==> src/rtl/wb_write_queue.sv <==
// Purpose : in-order write-back queue merging memory and ALU results onto the single register-file write port.
// Latency : a result accepted into an empty queue drives write_back on the very next clock edge.
// Backpr. : mem_ready/alu_ready drop as the queue fills (memory result has priority); the pop side never stalls.
//
// Ports:
//   clk, reset                       - clock, synchronous active-high reset
//   mem_valid/mem_addr/mem_data      - memory-stage result in, mem_ready out (combinational)
//   alu_valid/alu_addr/alu_data      - ALU result in, alu_ready out (combinational)
//   write_back/write_addr/write_data - registered register-file write port
//   pending                          - bit r set while a queued or issuing write targets register r
//   queue_empty                      - nothing queued and no write issuing
// Optional build macro WB_FWD_EN: adds fwd_addr in, fwd_hit/fwd_data out (combinational lookup).
module wb_write_queue #(
    parameter int DEPTH = 4
) (
    input  logic        clk,
    input  logic        reset,
    input  logic        mem_valid,
    input  logic [2:0]  mem_addr,
    input  logic [15:0] mem_data,
    output logic        mem_ready,
    input  logic        alu_valid,
    input  logic [2:0]  alu_addr,
    input  logic [15:0] alu_data,
    output logic        alu_ready,
`ifdef WB_FWD_EN
    input  logic [2:0]  fwd_addr,
    output logic        fwd_hit,
    output logic [15:0] fwd_data,
`endif
    output logic        write_back,
    output logic [2:0]  write_addr,
    output logic [15:0] write_data,
    output logic [7:0]  pending,
    output logic        queue_empty
);

    localparam int PW  = (DEPTH > 1) ? $clog2(DEPTH) : 1;
    // One register can have every queue slot plus the issuing write outstanding.
    localparam int CW  = $clog2(DEPTH + 1);
    localparam int PCW = $clog2(DEPTH + 2);

    localparam logic [CW-1:0] CNT_FULL = CW'(DEPTH);
    localparam logic [CW-1:0] CNT_LAST = CW'(DEPTH - 1);
    localparam logic [CW-1:0] CNT_TWO  = CW'(DEPTH - 2);

    typedef struct packed {
        logic [2:0]  addr;
        logic [15:0] data;
    } entry_t;

    entry_t         fifo_q [DEPTH];
    entry_t         fifo_d [DEPTH];
    logic [PW-1:0]  head_q, head_d;
    logic [PW-1:0]  tail_q, tail_d;
    logic [CW-1:0]  count_q, count_d;
    logic [PCW-1:0] pend_q [8];
    logic [PCW-1:0] pend_d [8];
    logic           write_back_q, write_back_d;
    logic [2:0]     write_addr_q, write_addr_d;
    logic [15:0]    write_data_q, write_data_d;

    logic           mem_fire;
    logic           alu_fire;
    logic           pop;
    logic [PW-1:0]  wr_ptr;

    // Readiness looks only at the count at the start of the cycle; a
    // same-cycle pop never frees a slot early.
    always_comb begin
        mem_ready = (count_q < CNT_FULL);
        alu_ready = (count_q <= CNT_TWO) || ((count_q == CNT_LAST) && !mem_valid);
    end

    assign mem_fire = mem_valid && mem_ready;
    assign alu_fire = alu_valid && alu_ready;
    assign pop      = (count_q != '0);

    // Queue and write-port next state.
    always_comb begin
        fifo_d       = fifo_q;
        head_d       = head_q;
        write_back_d = pop;
        write_addr_d = write_addr_q;
        write_data_d = write_data_q;
        wr_ptr       = tail_q;

        if (pop) begin
            write_addr_d = fifo_q[head_q].addr;
            write_data_d = fifo_q[head_q].data;
            head_d       = head_q + PW'(1);
        end

        // Memory result is the older instruction, so it takes the first slot.
        if (mem_fire) begin
            fifo_d[wr_ptr].addr = mem_addr;
            fifo_d[wr_ptr].data = mem_data;
            wr_ptr              = wr_ptr + PW'(1);
        end
        if (alu_fire) begin
            fifo_d[wr_ptr].addr = alu_addr;
            fifo_d[wr_ptr].data = alu_data;
            wr_ptr              = wr_ptr + PW'(1);
        end
        tail_d = wr_ptr;

        count_d = count_q + CW'(mem_fire) + CW'(alu_fire) - CW'(pop);
    end

    // Per-register outstanding-write counters. A write stops counting once it
    // has been presented on the write port for its one cycle.
    always_comb begin
        for (int r = 0; r < 8; r++) begin
            pend_d[r] = pend_q[r];
            if (mem_fire && (mem_addr == 3'(r))) begin
                pend_d[r] = pend_d[r] + PCW'(1);
            end
            if (alu_fire && (alu_addr == 3'(r))) begin
                pend_d[r] = pend_d[r] + PCW'(1);
            end
            if (write_back_q && (write_addr_q == 3'(r))) begin
                pend_d[r] = pend_d[r] - PCW'(1);
            end
        end
    end

    // Entry storage needs no reset: only slots below count are ever read.
    always_ff @(posedge clk) begin
        fifo_q <= fifo_d;
        if (reset) begin
            head_q       <= '0;
            tail_q       <= '0;
            count_q      <= '0;
            write_back_q <= 1'b0;
            write_addr_q <= '0;
            write_data_q <= '0;
            for (int r = 0; r < 8; r++) begin
                pend_q[r] <= '0;
            end
        end else begin
            head_q       <= head_d;
            tail_q       <= tail_d;
            count_q      <= count_d;
            write_back_q <= write_back_d;
            write_addr_q <= write_addr_d;
            write_data_q <= write_data_d;
            for (int r = 0; r < 8; r++) begin
                pend_q[r] <= pend_d[r];
            end
        end
    end

    assign write_back  = write_back_q;
    assign write_addr  = write_addr_q;
    assign write_data  = write_data_q;
    assign queue_empty = (count_q == '0) && !write_back_q;

    always_comb begin
        pending = '0;
        for (int r = 0; r < 8; r++) begin
            pending[r] = (pend_q[r] != '0);
        end
    end

`ifdef WB_FWD_EN
    logic [PW-1:0] fwd_idx;

    // Walk queued entries oldest to youngest so the last match wins; the
    // issuing output register is older than anything still queued.
    always_comb begin
        fwd_hit  = 1'b0;
        fwd_data = write_data_q;
        fwd_idx  = head_q;
        if (write_back_q && (write_addr_q == fwd_addr)) begin
            fwd_hit  = 1'b1;
            fwd_data = write_data_q;
        end
        for (int i = 0; i < DEPTH; i++) begin
            fwd_idx = head_q + PW'(i);
            if ((CW'(i) < count_q) && (fifo_q[fwd_idx].addr == fwd_addr)) begin
                fwd_hit  = 1'b1;
                fwd_data = fifo_q[fwd_idx].data;
            end
        end
    end
`endif

endmodule

==> config.mk <==
export PLATFORM = sky130hd
export DESIGN_NAME = wb_write_queue
export DESIGN_NICKNAME = d
export VERILOG_FILES = /design/src/rtl/wb_write_queue.sv
export SDC_FILE = /design/constraint.sdc
export NUM_CORES = 1
export LEC_CHECK = 0
export ABC_AREA = 1
export ABC_CLOCK_PERIOD_IN_PS = 3150
export CORE_UTILIZATION = 59
export CTS_BUF_LIST = sky130_fd_sc_hd__clkbuf_4 sky130_fd_sc_hd__clkbuf_8 sky130_fd_sc_hd__clkbuf_16
export DETAILED_ROUTE_END_ITERATION = 10
export PLACE_DENSITY_LB_ADDON = 0.05
export SLEW_MARGIN = 0
export SYNTH_ARGS = -nofsm -noshare
export SYNTH_HDL_FRONTEND = slang
export SYNTH_SLANG_ARGS = --single-unit
==> constraint.sdc <==
create_clock -name clk -period 3.15 [get_ports clk]
set_clock_uncertainty 0.15 [all_clocks]
set_input_delay 0.315 -clock clk [delete_from_list [all_inputs] [get_ports clk]]
set_output_delay 0.315 -clock clk [all_outputs]
set_load 0.02 [all_outputs]
== Yosys cells after proc, flatten, opt, wreduce, memory -nomap -nowiden ==
Memories as Yosys holds them, arrays and structs flattened.
Index checks and enable logic that the tools add are counted.
Storage, ports and cells
  register bits: 103
  bits in writable memories: 24
  input port bits: 42
  logic and storage cells: 185
  memories kept: 1
Memory list
  pend_q: depth 8, width 3, rd ports 8, clocked after memory_dff 0, wr ports 8, line 57  | logic [PCW-1:0] pend_q [8];
Operators by class
  add/subtract/negate cells: 30
  magnitude comparators: 7
  eq/ne operators: 22
  muxes and demuxes: 54
  bitwise gates (word level): 11
  reduce and logical (&&, ||, !) cells: 46
Operators by type and width (count)
  bitwise mux 76 bit: 4
  demux 19 bit (select 2 bit): 4
  two-way mux 76 bit: 2
  two-way mux 3 bit: 32
  two-way mux 19 bit: 4
  adder 3 x 1 -> 3 bit (second input constant): 16
  binary-select mux 19 bit (select 2 bit): 1
  equality test 3 bit (second input constant): 12
  two-way mux 16 bit: 2
  logical AND 1 bit: 30
  nonzero test 3 bit: 9
  subtractor 3 x 1 -> 3 bit (second input constant): 8
  equality test 3 x 2 -> 1 bit (second input constant): 7
  zero test 3 bit: 4
  equality test 3 x 1 -> 1 bit (second input constant): 3
  greater-or-equal comparator 3 bit (second input constant): 3
  NOT 2 -> 3 bit: 3
  bitwise OR 1 bit: 8
  adder 2 x 1 -> 2 bit (second input constant): 3
  adder 3 x 1 -> 3 bit: 2
  < comparator 3 x 1 -> 1 bit (second input constant): 2
  two-way mux 2 bit: 2
  less-or-equal comparator 3 x 2 -> 1 bit (second input constant): 1
  < comparator 3 bit (second input constant): 1
  4 further kinds: 7

== Depth between registers and ports, before layout ==
Gate-level depths: netlist (run 1).
  depth in word-level cells: 11
  gate-level depth with buffers: 18
  mapped depth without buffers: 17

== Worst setup path before layout (run 1) ==
No wires, ideal clock.
  kind: reg2reg
  from: register count_q[2]
  to: register count_q[1]
  library setup time: 109 ps
  data arrival time: 2208 ps
  required time: 2891 ps
  path slack: 683 ps
  cell stages (with the launch flop): 13
  path buffers: 1
  period minus slack after synthesis: 2467 ps
  cell sequence: dfxtp_1 > inv_2 > ha_1 > nand2_1 > o21ai_4 > nand2_2 > nand2_2 > buf_4 > fa_1 > inv_1 > fa_1 > inv_1 > nor2_1
On the way
  elaborated cells on any way between the ends: 11
RTL lines
  from (decl): line 56  | logic [CW-1:0] count_q, count_d;
  from (signal assigned): line 143  | count_q <= count_d;
  < comparator 3 bit: line 71  | mem_ready = (count_q < CNT_FULL);
  net mem_ready: line 21  | output logic mem_ready,
  logical AND 1 bit: line 75  | assign mem_fire = mem_valid && mem_ready;
  adder 3 x 1 -> 3 bit (2 in a row): line 107  | count_d = count_q + CW'(mem_fire) + CW'(alu_fire) - CW'(pop);
  subtractor 3 x 1 -> 3 bit: line 107
  net count_d[1]: line 56
The timed path passes the listed nets, and every way through them passes these cells.
A chain may end at the register's enable or synchronous reset.

== Worst setup path after layout (run 1) ==
  from: register count_q[2]
  to: output port alu_ready
On the way
  longest elaborated chain between the ends: 3
  elaborated cells on any way between the ends: 4
RTL lines
  parallel branches: the longest is 2 deep, another holds less-or-equal comparator 3 x 2 -> 1 bit
  logical OR 1 bit *: line 72  | alu_ready = (count_q <= CNT_TWO) || ((count_q == CNT_LAST) && !mem_valid);
  to (decl): line 25  | output logic alu_ready,
Mark *: on every way between the ends.

==> results of run 1 <==
==> cells by family after synthesis <==
kind of cell / count (synthesis) / share of synthesized area
adder cells (fa/ha/maj): 44 / 0.0711
multiplexers: 1 / 0.00126
AND/OR/NAND/NOR: 545 / 0.279
buffers and inverters: 224 / 0.118
XOR/XNOR: 4 / 0.00441
flip-flops: 127 / 0.320
AO/OA/AOI/OAI: 284 / 0.206
==> where the power goes <==
part | switching (mW) | total (mW) | internal, mW
Sequential | 0.355 | 2.64 | 2.28
Combinational | 2.48 | 4.04 | 1.55
Clock | 0.757 | 2.01 | 1.25
Total | 3.60 | 8.68 | 5.09
==> per-stage QoR <==
stage / area [µm²] / std cells
after detailed placement: 8840 / 1449
final: 9440 / 1481
after floorplan: 7950 / 1229
after CTS: 9440 / 1481
after global routing: 9440 / 1481
after global placement: 8840 / 1449
==> state kept, by name (all words and copies together), names as in the netlist <==
| signal | count |
|---|---|
| tail_q | 2 |
| write_addr | 3 |
| count_q | 3 |
| write_data | 16 |
| pend_q | 24 |
| write_back | 1 |
| head_q | 2 |
| fifo_q | 76 |
==> cell usage in the layout, fill, tap and decap left out, types with 4 or more instances in the layout <==
cell type and count:
a21oi_1 13, buf_12 4, buf_4 23, clkbuf_16 17
clkbuf_8 4, clkdlybuf4s50_1 72, dfxtp_1 127, ha_1 42
inv_1 163, inv_2 5, nand2_1 359, nand2_2 8
nand3_1 60, nand3_2 6, nor2_1 98, nor2_2 5
nor3_1 5, o211ai_1 14, o21a_1 8, o21ai_0 163
o21ai_1 31, o21ai_2 19, o21bai_1 16, o22ai_1 18
==> area by class of cell <==
cell class,instances,area share
clock buffer,21,0.0509
clock inverter,11,0.0134
inverter,169,0.0672
multi-input combinational,878,0.473
sequential,127,0.269
tap,176,0.0233
timing repair buffer,99,0.103
==> worst max-delay path, stage by stage (launching register included) <==
cell and delay [ns]:
dfxtp_1 0.43, inv_2 0.13, ha_1 0.24, nand2_1 0.12
o21ai_4 0.09, nand2_2 0.25, clkdlybuf4s50_1 0.66
==> final timing paths <==
check	start	end	cells after the start
worst min register to register	fifo_q[37]	fifo_q[37]	2
worst max-delay path	count_q[2]	alu_ready	6
worst min-delay path	alu_data[14]	fifo_q[52]	3
worst max register to register	count_q[2]	count_q[1]	11
==> metal layers <==
| layer | vias up | track usage |
|---|---|---|
| met5 | - | 0 |
| met4 | 0 | 0.0889 |
| met3 | 31 | 0.0484 |
| met2 | 324 | 0.465 |
| met1 | 3565 | 0.433 |
| li1 | 4053 | - |
==> reports/results.ini, run 1 <==
[die]
ios = 73
chipWidth_um = 118
initial_core_util = 0.603
die_area_um2 = 13900
rows = 42
core_area_um2 = 13200
die_height_um = 118

[sta]
rsz0062_at_grt = no
hold_viol = 0
layout_setup_ws_ns = 0.349
slew_viol_final = 0
worstMarginPinSlew_ns = 1.22
hold_slack_ns = 0.367
fin_setup_tns_ns = 0
relSlewSlack = 0.189
setup_violations = 0
max_freq_mhz = 357
fin_crit_sh = 0.889
fin_crit_ns = 2.80

[synth]
yosysTopAreaCell = dfxtp_1
ys_seq_area_frac = 0.320
ys_ff_latch = 127
syn_area_per_cell_um2 = 6.47
synth_edf_count = 0
synth_nets = 1315
synth_top_area_frac = 0.320
synthTopCellsByCount = nand2_1, inv_1, o21ai_0, dfxtp_1, nor2_1
synthCells = 1229
yosysUniqueCellTypes = 34
synth_area_leaders = dfxtp_1, nand2_1, o21ai_0
async_reset_ff_frac = 0
syn_area_um2 = 7950
synth_warnings = 0
yosysMostFrequentCell = nand2_1
synthFlopType = dfxtp_1

[flow_run]
max-cap-violations = 0

[drt]
wl_met3_um = 1670
top_layer = met4
ant_nets = 0
dr.pass1.iters = 6
vias = 7973
via_per_inst = 5.38
post_drt_wl_per_cell_um = 13.8
wirelength_um = 20400
drc_errors = 0
drt_iter0_markers = 649
met1Wirelength_um = 9570
met2_length_um = 8880

[final_layout]
drive_gt1_frac = 0.0820
regArea_um2 = 2540
multi_input_area_um2 = 4470
num-fill-cells = 1155
syn2layout_area_growth_pct = 18.8
insertedDiodeCount = 0
fin_nets = 1378
finish.utilization = 0.716

[critical_path]
cp-end-kind = primary output
worst-path-max-fanout = 10
path_class = flip-flop to primary output
start_kind = flip-flop
rrSetupSlack_ns = 0.39
arrival_ns = 2.34
worst_ep_required_time_ns = 2.68

[cts]
post_cts_buffers = 0
cts_tree = yes
cts_buffers = 17
clockBufferDepth = 2
cts_resized = 0
htree_num_levels = 4
cts.clk_slew.worst_paths_ns = 0.05
ctsHoldBuffers = 0
worstSkewPairLatency_ns = 0.43
cts_sinks = 127
cts_root_buffer = clkbuf_16

[pwr]
ir_drop_v = 0.000479
p_per_area_nw_per_um2 = 919
leakagePower_nw = 4.58
total_power_mw = 8.68

[global_route]
grt_max_degree = 41
grt_pass1_wl_um = 33700
gr-total-overflow = 0
track_usage = 0.302
grt_pass1_vias = 6983
antenna_found_initial = 0

[worst_hold_path]
holdCritPathClass = input pin to flip-flop

[place]
gp_congestion = 0.859
pre_cts_ws_ns = 0.131
port_buffers = 72
hpwl_um = 13600

[status]
outcome = finished clean

Power figures use the tool's default switching activity.
==> inputs of run 2 (changes only) <==
--- a/config.mk
+++ b/config.mk
@@ -10,6 +10,7 @@
 export CORE_UTILIZATION = 59
 export CTS_BUF_LIST = sky130_fd_sc_hd__clkbuf_4 sky130_fd_sc_hd__clkbuf_8 sky130_fd_sc_hd__clkbuf_16
 export DETAILED_ROUTE_END_ITERATION = 10
+export HOLD_SLACK_MARGIN = 0.03
 export PLACE_DENSITY_LB_ADDON = 0.05
 export SLEW_MARGIN = 0
 export SYNTH_ARGS = -nofsm -noshare
==> results of run 2 <==
Final layout, timing and power as in run 1 (identical DEF).
==> inputs of run 3 (changes only) <==
--- a/config.mk
+++ b/config.mk
@@ -7,11 +7,13 @@
 export LEC_CHECK = 0
 export ABC_AREA = 1
 export ABC_CLOCK_PERIOD_IN_PS = 3150
+export CAP_MARGIN = 25
 export CORE_UTILIZATION = 59
 export CTS_BUF_LIST = sky130_fd_sc_hd__clkbuf_4 sky130_fd_sc_hd__clkbuf_8 sky130_fd_sc_hd__clkbuf_16
 export DETAILED_ROUTE_END_ITERATION = 10
 export HOLD_SLACK_MARGIN = 0.03
 export PLACE_DENSITY_LB_ADDON = 0.05
+export SETUP_SLACK_MARGIN = 0.3
 export SLEW_MARGIN = 0
 export SYNTH_ARGS = -nofsm -noshare
 export SYNTH_HDL_FRONTEND = slang
==> run 3 against run 2 <==
Effect of this change: die area unchanged; clock power about the same; sequential share of layout area decreased by 0.092 points; total power increased by 0.54%; register-to-register slack improved by 0.11 ns; utilization increased by 0.25 points; critical path depth unchanged; maximum frequency increased by 4.0%; worst hold slack got worse by 0.0040 ns; via count decreased by 1.5%; largest cell class unchanged; largest power group unchanged; highest routed layer unchanged.
==> reports/results.ini, run 3 (same netlist as run 1, synthesis figures left out) <==
[critical_path]
start_kind = flip-flop
crit_path_cell_trace = inv_2, ha_1, nand2_1, o21ai_4, nand2_4, clkdlybuf4s50_1
crit_family = buffers and inverters
critPathSlowestCell = clkdlybuf4s50_1
arrival_ns = 2.23
path_class = flip-flop to primary output
worst-path-max-fanout = 10
worst_ep_required_time_ns = 2.68
cpPeakStageDelay_ns = 0.63
cp_num_buf_inv = 2
cp-end-kind = primary output

[drt]
post_drt_wl_per_cell_um = 13.7
via_per_inst = 5.30
vias = 7852
wirelength_um = 20200
drt_iter0_markers = 745
dr.pass1.iters = 5
drc_errors = 0
ant_nets = 0

[place]
gp_congestion = 0.859
port_buffers = 72
hpwl_um = 13600

[pwr]
ir_drop_v = 0.000477
pwr-share-seq = 0.302
switching_share = 0.414
combPwrFrac = 0.468
power_frac_clock = 0.231
p_per_area_nw_per_um2 = 921
p_int_mw = 5.12
leakagePower_nw = 4.60
p_sw_mw = 3.61

[sta]
max_freq_mhz = 371
slew_viol_final = 0
hold_viol = 0
hold_slack_ns = 0.363
relSlewSlack = 0.524
worstMarginPinSlew_ns = 0.712
fin_crit_sh = 0.855
rsz0062_at_grt = no
fin_crit_ns = 2.69
setup_violations = 0
fin_setup_tns_ns = 0

[final_layout]
regMostFlops = fifo_q
fin_nets = 1379
insertedDiodeCount = 0
largest_reg_flops = 76
num-fill-cells = 1131
mostFrequentLayoutCell = nand2_1
syn2layout_area_growth_pct = 19.2
drive_gt1_frac = 0.0827
final_cell_mix = nand2_1, inv_1, o21ai_0

[die]
initial_core_util = 0.603
ios = 73
die_area_um2 = 13900
die_height_um = 118
rows = 42
chipWidth_um = 118
core_area_um2 = 13200

[cts]
cts_root_buffer = clkbuf_16
htree_num_levels = 4
cts_buffers = 17
cts_tree = yes
cts_resized = 0
cts.clk_slew.worst_paths_ns = 0.06
worstSkewPairLatency_ns = 0.42
clockBufferDepth = 2
post_cts_buffers = 0
cts_sinks = 127
ctsHoldBuffers = 0

[flow_run]
max-cap-violations = 0

[global_route]
grt_pass1_wl_um = 33700
gr-total-overflow = 0
antenna_found_initial = 0
track_usage = 0.301
grt_pass1_vias = 6926
grt_max_degree = 41

[status]
outcome = finished clean

[worst_hold_path]
holdCritPathClass = input pin to flip-flop

==> run 3: changes by cell type in the layout (fill, tap and decap cells not counted) <==
cell | before | now
buf_16 | 0 | 1
nand2_2 | 8 | 7
nand2_4 | 0 | 1
==> run 3: worst register-to-register path: stages (launching register included) <==
cell and delay (ns):
dfxtp_1 0.43, inv_2 0.13, ha_1 0.24, nand2_1 0.12
o21ai_4 0.09, nand2_4 0.16, nand2_2 0.18, fa_1 0.42
inv_1 0.08, fa_1 0.41, inv_1 0.06, nor2_1 0.04
==> run 3: per-layer routing <==
layer	vias up	GRT usage	wire length, µm
met5	-	0	0
met4	0	0.0938	336
met3	30	0.0426	1400
met2	261	0.451	8620
met1	3502	0.444	9890
li1	4059	-	-
==> run 3: per-stage QoR <==
step	worst slack (ns)	utilization	cell area, µm²	instances	total power [mW]
after global placement	0.259	0.670	8840	1449	6.50
final	0.457	0.718	9480	1482	8.73
after detailed placement	0.123	0.672	8860	1450	6.61
after global routing	0.309	0.718	9480	1482	9.40
after floorplan	0.683	-	7950	1229	5.47
after CTS	0.370	0.718	9470	1482	8.69
==> run 3: power groups by stage <==
stage,logic [mW],clock network (mW),registers [mW]
3_3_place_gp,3.86,0,2.64
3_5_place_dp,3.96,0,2.65
4_1_cts,4.03,2.03,2.63
5_1_grt,4.58,2.11,2.71
2_1_floorplan,2.77,0,2.69
6_report,4.08,2.01,2.63
==> run 3: layout make-up <==
| class | count | area, µm² | share of cell area |
|---|---|---|---|
| clock buffer | 21 | 480 | 0.0507 |
| clock inverter | 11 | 126 | 0.0133 |
| inverter | 169 | 634 | 0.0669 |
| multi-input combinational | 878 | 4470 | 0.472 |
| sequential | 127 | 2540 | 0.268 |
| tap | 176 | 220 | 0.0232 |
| timing repair buffer | 100 | 1000 | 0.106 |
==> run 3: path summary, 6_finish.rpt <==
check	start	to	slack [ns]	cells past startpoint
worst max-delay path	count_q[2]	alu_ready	0.46	6
worst min-delay path	alu_data[14]	fifo_q[52]	0.36	3
worst min register to register	fifo_q[37]	fifo_q[37]	0.40	2
worst max register to register	count_q[2]	count_q[1]	0.50	11
